File: config.mk
export PLATFORM = sky130hd
export DESIGN_NAME = spi_rsa_host
export DESIGN_NICKNAME = d
export VERILOG_FILES = /design/src/rtl/spi_rsa_host.sv
export SDC_FILE = /design/constraint.sdc
export NUM_CORES = 1
export LEC_CHECK = 0
export ABC_AREA = 1
export CAP_MARGIN = 25
export CORE_ASPECT_RATIO = 1.2
export CORE_MARGIN = 4
export CORE_UTILIZATION = 25
export DETAILED_ROUTE_END_ITERATION = 10
export GPL_TIMING_DRIVEN = 0
export PLACE_DENSITY = 0.5
export RECOVER_POWER = 25
export SLEW_MARGIN = 20
export SYNTH_ARGS = -nofsm -noshare
export SYNTH_HDL_FRONTEND = slang
export SYNTH_SLANG_ARGS = --single-unit
export TNS_END_PERCENT = 10
File: constraint.sdc
create_clock -name clk -period 2.05 [get_ports clk]
set_input_delay 0.5125 -clock clk [delete_from_list [all_inputs] [get_ports clk]]
set_output_delay 0.5125 -clock clk [all_outputs]
set_load 0.005 [all_outputs]
File: src/rtl/spi_rsa_host.sv
// spi_rsa_host: SPI mode-0 master that sequences one RSA operation on the
// peripheral's register bank.
// The sequence is write P/E/M/Const, pulse Start, poll Status until eoc, then read C.
// Optional build macro: SPI_RSA_HOST_READBACK_VERIFY_EN. When it is defined, the
// sequencer reads addresses 2..5 back after the operand writes and checks them
// against the captured operands. If any value differs, it aborts before Start.
module spi_rsa_host #(
  parameter int WIDTH      = 8,
  parameter int ADDR_WIDTH = 3,
  parameter int CLK_DIV    = 4,
  parameter int CS_GAP     = 2,
  parameter int POLL_MAX   = 255
) (
  input  logic             clk,
  input  logic             rstb,
  input  logic             ena,
  input  logic             start,
  input  logic [WIDTH-1:0] op_p,
  input  logic [WIDTH-1:0] op_e,
  input  logic [WIDTH-1:0] op_m,
  input  logic [WIDTH-1:0] op_const,
  output logic             spi_cs_n,
  output logic             spi_clk,
  output logic             spi_mosi,
  input  logic             spi_miso,
  output logic             busy,
  output logic             done,
  output logic             err,
  output logic [WIDTH-1:0] result
);

  localparam int N       = 1 + ADDR_WIDTH + WIDTH;
  localparam int CNT_MAX = (CLK_DIV > CS_GAP) ? CLK_DIV : CS_GAP;
  localparam int CW      = $clog2(CNT_MAX + 1);
  localparam int BW      = $clog2(N + 1);
  localparam logic [CW-1:0] DIV_LAST  = CW'(CLK_DIV - 1);
  localparam logic [CW-1:0] GAP_LAST  = CW'(CS_GAP - 1);
  localparam logic [BW-1:0] BIT_LAST  = BW'(N - 1);
  localparam logic [7:0]    POLL_LAST = 8'(POLL_MAX - 1);

  typedef enum logic [2:0] {F_IDLE, F_SETUP, F_SHIFT, F_HOLD, F_GAP} fstate_e;
  typedef enum logic [3:0] {
    S_IDLE, S_WR_P, S_WR_E, S_WR_M, S_WR_K, S_RB_P, S_RB_E, S_RB_M, S_RB_K,
    S_WR_GO, S_WR_CLR, S_POLL, S_RD_C, S_DONE
  } sstate_e;

  // ---------------- frame engine state ----------------
  fstate_e         f_state_q, f_state_d;
  logic [CW-1:0]   f_cnt_q, f_cnt_d;
  logic [BW-1:0]   f_bit_q, f_bit_d;
  logic [N-1:0]    tx_q, tx_d;
  logic [WIDTH-1:0] rx_q, rx_d;
  logic            cs_n_q, cs_n_d, sclk_q, sclk_d, mosi_q, mosi_d;
  logic            f_done;

  // ---------------- sequencer state ----------------
  sstate_e          s_q, s_d;
  logic [7:0]       poll_q, poll_d;
  logic [WIDTH-1:0] p_q, p_d, e_q, e_d, m_q, m_d, k_q, k_d;
  logic             err_q, err_d;
  logic [WIDTH-1:0] res_q, res_d;

  // frame request from the sequencer
  logic                  f_go, f_rw;
  logic [ADDR_WIDTH-1:0] f_addr;
  logic [WIDTH-1:0]      f_wdata;
  logic [N-1:0]          f_word;

  // Reads put zeros on mosi during the data field.
  assign f_word = {f_rw, f_addr, f_rw ? f_wdata : {WIDTH{1'b0}}};

  // Frame engine registers; pins are registered so they never glitch.
  always_ff @(posedge clk or negedge rstb) begin
    if (!rstb) begin
      f_state_q <= F_IDLE;
      f_cnt_q   <= '0;
      f_bit_q   <= '0;
      tx_q      <= '0;
      rx_q      <= '0;
      cs_n_q    <= 1'b1;
      sclk_q    <= 1'b0;
      mosi_q    <= 1'b0;
    end else if (ena) begin
      f_state_q <= f_state_d;
      f_cnt_q   <= f_cnt_d;
      f_bit_q   <= f_bit_d;
      tx_q      <= tx_d;
      rx_q      <= rx_d;
      cs_n_q    <= cs_n_d;
      sclk_q    <= sclk_d;
      mosi_q    <= mosi_d;
    end
  end

  // Frame engine next state: setup, N sclk periods, hold, cs gap.
  // frame completion is flagged at the end of hold so the sequencer already
  // presents the next frame during the gap, which keeps cs_n high for exactly CS_GAP.
  always_comb begin
    f_state_d = f_state_q;
    f_cnt_d   = f_cnt_q;
    f_bit_d   = f_bit_q;
    tx_d      = tx_q;
    rx_d      = rx_q;
    cs_n_d    = cs_n_q;
    sclk_d    = sclk_q;
    mosi_d    = mosi_q;
    f_done    = 1'b0;
    case (f_state_q)
      F_IDLE: begin
        if (f_go) begin
          f_state_d = F_SETUP;
          f_cnt_d   = '0;
          f_bit_d   = '0;
          tx_d      = f_word;
          cs_n_d    = 1'b0;
          mosi_d    = f_word[N-1];
        end
      end
      F_SETUP: begin
        if (f_cnt_q == DIV_LAST) begin
          f_cnt_d   = '0;
          f_state_d = F_SHIFT;
        end else begin
          f_cnt_d = f_cnt_q + 1'b1;
        end
      end
      F_SHIFT: begin
        if (f_cnt_q == DIV_LAST) begin
          f_cnt_d = '0;
          if (!sclk_q) begin
            sclk_d = 1'b1;
            rx_d   = {rx_q[WIDTH-2:0], spi_miso};
          end else begin
            sclk_d = 1'b0;
            if (f_bit_q == BIT_LAST) begin
              f_state_d = F_HOLD;
              mosi_d    = 1'b0;
            end else begin
              f_bit_d = f_bit_q + 1'b1;
              tx_d    = {tx_q[N-2:0], 1'b0};
              mosi_d  = tx_q[N-2];
            end
          end
        end else begin
          f_cnt_d = f_cnt_q + 1'b1;
        end
      end
      F_HOLD: begin
        if (f_cnt_q == DIV_LAST) begin
          f_cnt_d   = '0;
          f_state_d = F_GAP;
          cs_n_d    = 1'b1;
          mosi_d    = 1'b0;
          f_done    = 1'b1;
        end else begin
          f_cnt_d = f_cnt_q + 1'b1;
        end
      end
      F_GAP: begin
        if (f_cnt_q == GAP_LAST) begin
          f_cnt_d   = '0;
          f_state_d = F_IDLE;
          if (f_go) begin
            f_state_d = F_SETUP;
            f_bit_d   = '0;
            tx_d      = f_word;
            cs_n_d    = 1'b0;
            mosi_d    = f_word[N-1];
          end
        end else begin
          f_cnt_d = f_cnt_q + 1'b1;
        end
      end
      default: f_state_d = F_IDLE;
    endcase
  end

  assign spi_cs_n = cs_n_q;
  assign spi_clk  = sclk_q;
  assign spi_mosi = mosi_q;

  // Sequencer state register with captured operands, poll count and status.
  always_ff @(posedge clk or negedge rstb) begin
    if (!rstb) begin
      s_q    <= S_IDLE;
      poll_q <= '0;
      p_q    <= '0;
      e_q    <= '0;
      m_q    <= '0;
      k_q    <= '0;
      err_q  <= 1'b0;
      res_q  <= '0;
    end else if (ena) begin
      s_q    <= s_d;
      poll_q <= poll_d;
      p_q    <= p_d;
      e_q    <= e_d;
      m_q    <= m_d;
      k_q    <= k_d;
      err_q  <= err_d;
      res_q  <= res_d;
    end
  end

  // Sequencer next state: each non-idle state advances when its frame completes.
  always_comb begin
    s_d    = s_q;
    poll_d = poll_q;
    p_d    = p_q;
    e_d    = e_q;
    m_d    = m_q;
    k_d    = k_q;
    err_d  = err_q;
    res_d  = res_q;
    case (s_q)
      S_IDLE: if (start) begin
        s_d    = S_WR_P;
        p_d    = op_p;
        e_d    = op_e;
        m_d    = op_m;
        k_d    = op_const;
        err_d  = 1'b0;
        poll_d = '0;
      end
      S_WR_P: if (f_done) s_d = S_WR_E;
      S_WR_E: if (f_done) s_d = S_WR_M;
      S_WR_M: if (f_done) s_d = S_WR_K;
`ifdef SPI_RSA_HOST_READBACK_VERIFY_EN
      S_WR_K: if (f_done) s_d = S_RB_P;
      S_RB_P: if (f_done) begin
        if (rx_q != p_q) begin err_d = 1'b1; s_d = S_DONE; end
        else s_d = S_RB_E;
      end
      S_RB_E: if (f_done) begin
        if (rx_q != e_q) begin err_d = 1'b1; s_d = S_DONE; end
        else s_d = S_RB_M;
      end
      S_RB_M: if (f_done) begin
        if (rx_q != m_q) begin err_d = 1'b1; s_d = S_DONE; end
        else s_d = S_RB_K;
      end
      S_RB_K: if (f_done) begin
        if (rx_q != k_q) begin err_d = 1'b1; s_d = S_DONE; end
        else s_d = S_WR_GO;
      end
`else
      S_WR_K: if (f_done) s_d = S_WR_GO;
`endif
      S_WR_GO:  if (f_done) s_d = S_WR_CLR;
      S_WR_CLR: if (f_done) s_d = S_POLL;
      S_POLL: if (f_done) begin
        if (rx_q[0]) s_d = S_RD_C;
        else if (poll_q == POLL_LAST) begin
          err_d = 1'b1;
          s_d   = S_DONE;
        end else begin
          poll_d = poll_q + 8'd1;
        end
      end
      S_RD_C: if (f_done) begin
        res_d = rx_q;
        s_d   = S_DONE;
      end
      S_DONE:  s_d = S_IDLE;
      default: s_d = S_IDLE;
    endcase
  end

  // Sequencer outputs: frame request per state plus busy/done.
  always_comb begin
    f_go    = 1'b1;
    f_rw    = 1'b1;
    f_addr  = '0;
    f_wdata = '0;
    busy    = 1'b1;
    done    = 1'b0;
    case (s_q)
      S_IDLE:   begin f_go = 1'b0; busy = 1'b0; end
      S_WR_P:   begin f_addr = ADDR_WIDTH'(2); f_wdata = p_q; end
      S_WR_E:   begin f_addr = ADDR_WIDTH'(3); f_wdata = e_q; end
      S_WR_M:   begin f_addr = ADDR_WIDTH'(4); f_wdata = m_q; end
      S_WR_K:   begin f_addr = ADDR_WIDTH'(5); f_wdata = k_q; end
      S_RB_P:   begin f_rw = 1'b0; f_addr = ADDR_WIDTH'(2); end
      S_RB_E:   begin f_rw = 1'b0; f_addr = ADDR_WIDTH'(3); end
      S_RB_M:   begin f_rw = 1'b0; f_addr = ADDR_WIDTH'(4); end
      S_RB_K:   begin f_rw = 1'b0; f_addr = ADDR_WIDTH'(5); end
      S_WR_GO:  begin f_addr = ADDR_WIDTH'(1); f_wdata = WIDTH'(1); end
      S_WR_CLR: begin f_addr = ADDR_WIDTH'(1); end
      S_POLL:   begin f_rw = 1'b0; f_addr = ADDR_WIDTH'(0); end
      S_RD_C:   begin f_rw = 1'b0; f_addr = ADDR_WIDTH'(6); end
      S_DONE:   begin f_go = 1'b0; busy = 1'b0; done = 1'b1; end
      default:  begin f_go = 1'b0; busy = 1'b0; end
    endcase
  end

  assign err    = err_q;
  assign result = res_q;

endmodule

# After elaboration in Yosys (flattened, before gate mapping)
# Cells that the tools add are included.
[op_classes]
add_sub_neg = 3
mul = 0
div = 0
order_cmp = 0
eq_ne = 42
shift = 0
n_mux = 67
bitwise = 1
reduce_logical = 27
[op_table]
columns = ["operator", "count"]
rows = [
  ["2-to-1 mux 4 bit", 16],
  ["2-to-1 mux 12 bit", 5],
  ["2-to-1 mux 8 bit", 5],
  ["!= test 2 bit, second input constant", 20],
  ["case mux 8 bit (5 select lines)", 1],
  ["case mux 12 bit (3 select lines)", 1],
  ["case mux 4 bit (9 select lines)", 1],
  ["2-to-1 mux 3 bit", 10],
  ["equality test 4 bit, second input constant", 7],
  ["AND reduction 6 bit", 4],
  ["2-to-1 mux 1 bit", 20],
  ["case mux 3 bit (6 select lines)", 1],
  ["equality test 4 x 3 -> 1 bit, second input constant", 4],
  ["case mux 8 bit (2 select lines)", 1],
  ["case mux 3 bit (5 select lines)", 1],
  ["case mux 4 bit (3 select lines)", 1],
  ["AND reduction 3 bit", 4],
  ["OR reduction 12 bit", 1],
  ["AND reduction 11 bit", 1],
  ["OR reduction 2 bit", 5],
  ["equality test 3 x 2 -> 1 bit, second input constant", 3],
  ["case mux 3 bit (3 select lines)", 1],
  ["nonzero test 3 bit", 3],
  ["adder 8 x 1 -> 8 bit, second input constant", 1],
  ["20 further kinds", 23],
]
[word_totals]
register_bits = 86
latchBits = 0
ramBits = 0
mem_bits_ro = 0
inputBits = 37
memories = 0

# Longest topological paths before layout
[logic_depth]
word_depth = 6
depth_mapped = 12
depth_no_buf = 10

# Least setup slack after synthesis
# Ideal clock, no wire load.
[synth_timing]
path_kind = "flip-flop to flip-flop"
start = "register f_cnt_q[0]"
end = "register rx_q[4]"
setup_time_ns = 0.121
t_arrival_ns = 1.577
slack_ns = 0.353
stages_incl_launch_ff = 9
path_buffers = 2
path_cell_list = "dfrtp_1 -> ha_1 -> ha_1 -> nand2_1 -> or3_1 -> clkbuf_1 -> buf_2 -> nand2_1 -> o21ai_1"
[synth_via]
elab_chain_len = 2
[synth_lines]
columns = ["element", "line_no", "source"]
rows = [
  ["from (decl)", "49", "logic [CW-1:0] f_cnt_q, f_cnt_d;"],
  ["from (signal assigned)", "85", "f_cnt_q <= f_cnt_d;"],
  ["equality test 3 x 2 -> 1 bit", "128", "if (f_cnt_q == DIV_LAST) begin"],
  ["AND reduction 4 bit (no source line)", "-", ""],
  ["to (signal assigned)", "88", "rx_q <= rx_d;"],
  ["to (decl)", "52", "logic [WIDTH-1:0] rx_q, rx_d;"],
]
# Every way passes these cells.
# A chain may end at the register's enable or synchronous reset.

# Final worst setup path
[layout_timing]
start = "register s_q[1]"
end = "output busy"
[layout_via]
elab_chain_len = 3
[layout_lines]
columns = ["element", "line_no", "source"]
rows = [
  ["from (decl)", "57", "sstate_e s_q, s_d;"],
  ["from (signal assigned)", "185", "s_q <= S_IDLE;"],
  ["from (signal assigned)", "194", "s_q <= s_d;"],
  ["equality test 4 bit (tied with other cells)", "277", "case (s_q)"],
  ["OR reduction 12 bit (no source line) (*)", "-", ""],
  ["2-to-1 mux 1 bit (*)", "277", ""],
  ["to (decl)", "26", "output logic busy,"],
]
# Every way passes the cells marked *; elsewhere a longest branch is shown, timed or not.

==> metrics <==
status finished clean; Worst R2R Path Depth 10; Area contributors post-synth dfrtp_1 46%, nand2_1 13%, nand3_1 7.3%, mux2_1 7.2%, nor2_1 3.1%; Skew-Pair Late Insertion Delay 0.34 ns; Worst Path Max Fanout 10; Reg2Reg Launch Point s_q[1]; H-tree Lvls 3; GR Util met3 2.12%; Logic pwr share 44.2%; Clock Path Buffers 2; Peak VDD IR 0.000488 V; M2 GR Usage 19.2%; max cap viols 0; Setup CP Type flop to output pin; Iteration-0 DRC Markers 178; share of power burned in registers 34.5%; largest net degree at the start of global routing 56; Final setup viols 0; Pre-Repair DR Iteration Count 4; M1 GR Usage 14.8%; crit path launch s_q[1]; Worst Setup End Kind output pin; gr usage total 11.5%; Final Wtd Congestion 0.876; Clock Sinks 85; Worst-Margin Slew 0.775 ns; DRC Markers 0; Worst-path clk slew 0.07 ns; Synthesized Nets 575; first-pass GRT wire length 18800 µm; R2R Setup Slk 0.18 ns; WP data required 1.54 ns; Setup crit start kind flop; synthesized area 4540 µm²; Seq/Total Area, Yosys 46.9%; vias in the first global route 3771; area grow syn2layout 25.0%; synthesized area per cell 8.57 µm²; Core ar. 17700 µm²; Hold Path Class input pin to async pin; CP Capture Point busy; WP data arrival 1.47 ns; Die W 131 µm; Post-synth ARST share 100%; initial antenna violation count 0; clock share of power 21.3%; Yosys warning total 0; die footprint 20400 µm²; # rows 53; Tcrit/Tclk final 96.7%; drt via density 4.58; final hold slack 0.240 ns; CTS Root Buffer Type clkbuf_16; Routed Wire Length 11400 µm; RSZ-0062 raised after global routing yes; post-layout net count 637; Yosys top cell by area dfrtp_1; most common cell in the netlist nand2_1; Synth top area share 46.3%; Max Freq 504 MHz; Tmin final 1.98 ns; Pwr Density 1370 nW/µm²; fin. max-slew vios 0; Routed Antenna Nets 0; Synth Register Bits 85; remaining global-route overflow 0; final antenna diode count 0; Post-synth EDFFs 0; Cells after Synth 530; Pint 4530 µW; number of top-level pins 51; switching fraction of total power 41.9%; Slew headroom 48.3%; CTS buffer count 9; Worst R2R End tx_q[3]; TritonCTS clock tree done; Top Usage Layer GRT met2; commonest cells in the netlist 153 x nand2_1, 84 x dfrtp_1, 66 x nand3_1; Top FF cell, synth dfrtp_1; switching power 3260 µW; vias 3740; Final Hold Vio Count 0; DR WL/cell 14.0 µm; DP HPWL 8460 µm; Initial Utilization 25.6%; hold_buf cts 0; die height 156 µm; clk_skew 0.00941 ns; Pleak 0.00270 µW; IO buf count 49; layout cells sized above 1 15.4%; Core Util, Final 32.1%; Unique masters post-synth 36
==> layout make-up <==
cell class / count / area (µm²)
plain buffers: 17 / 113
multi-input cells: 393 / 2230
inverters: 34 / 133
clock inverters: 6 / 70.1
clock buffers: 10 / 229
flip-flops and latches: 85 / 2130
repair buffers: 52 / 502
fillers: 1830 / 12000
well taps: 220 / 275
==> metal layers <==
layer | routed length (µm) | vias up | part of all wire, %
met2 | 5690 | 64 | 50
met3 | 361 | 9 | 3.2
met4 | 153 | 0 | 1.3
li1 | - | 1860 | -
met5 | 0 | - | 0
met1 | 5200 | 1807 | 46
==> metrics by stage <==
step | cell area [µm²] | TNS [ns] | cells | power (µW) | setup slack (ns)
2_1_floorplan | 4540 | 0 | 530 | 5060 | 0.353
3_3_place_gp | 5310 | -233.90 | 799 | 6010 | -2.77
3_5_place_dp | 5330 | -0.157 | 800 | 6080 | -0.157
4_1_cts | 5670 | -0.161 | 817 | 7830 | -0.161
5_1_grt | 5680 | -0.0303 | 817 | 8390 | -0.0303
6_report | 5680 | 0 | 817 | 7790 | 0.0677
==> power by group through the flow <==
| stage | logic [µW] | clock network (µW) | registers, µW |
|---|---|---|---|
| after floorplan | 2470 | 0 | 2580 |
| after global placement | 3320 | 0 | 2690 |
| after detailed placement | 3370 | 0 | 2710 |
| after CTS | 3440 | 1710 | 2690 |
| after global routing | 3850 | 1780 | 2760 |
| final | 3440 | 1660 | 2690 |
==> flip-flops by register name, summed over array words and instances, names as in the netlist <==
name,count
s_q,4
e_q,8
f_bit_q,4
spi_cs_n,1
m_q,8
spi_mosi,1
poll_q,8
f_state_q,3
f_cnt_q,3
tx_q,11
result,8
rx_q,8
p_q,8
spi_clk,1
err,1
k_q,8
==> worst max-delay path, stage by stage, from the launching register on <==
cell,delay [ns]
dfrtp_1,0.36
buf_4,0.17
nand2_4,0.10
inv_6,0.07
nor2_4,0.13
nand2_4,0.08
nand3_4,0.10
clkbuf_2,0.13
==> how the worst min path moves through the flow <==
stage | startpoint | endpoint
2_1_floorplan | rstb | e_q[0]
3_3_place_gp | tx_q[0] | tx_q[0]
3_5_place_dp | tx_q[1] | tx_q[1]
4_1_cts | rstb | result[3]
5_1_grt | rstb | rx_q[3]
6_report | rstb | rx_q[3]
==> kinds of logic after synthesis <==
family	count (synthesis)	synth area share, %
AND/OR/NAND/NOR	300	31.1
flip-flops	85	46.9
buffers and inverters	52	5.26
AO/OA/AOI/OAI	45	5.10
multiplexers	32	7.94
XOR/XNOR	8	1.54
adder cells (fa/ha/maj)	8	2.20
==> repair_timing <==
action                     in CTS  in global routing
resized for setup              12                 17
pin swaps                       3                  2
buffers inserted                1                  1
setup endpoints to repair       2                 20
==> cell usage in the layout (no fill, tap or decap), drive strengths merged, types with 2 or more instances in the layout <==
cell / count
nand2: 174
dfrtp: 84
nand3: 69
nor2: 47
clkdlybuf4s50: 46
o21ai: 36
inv: 36
mux2: 32
clkbuf: 17
buf: 15
ha: 8
a21oi: 7
xor2: 6
nand4: 5
nor3: 3
clkinv: 3
xnor2: 2
Note: power is estimated with default switching activity, not from simulation.
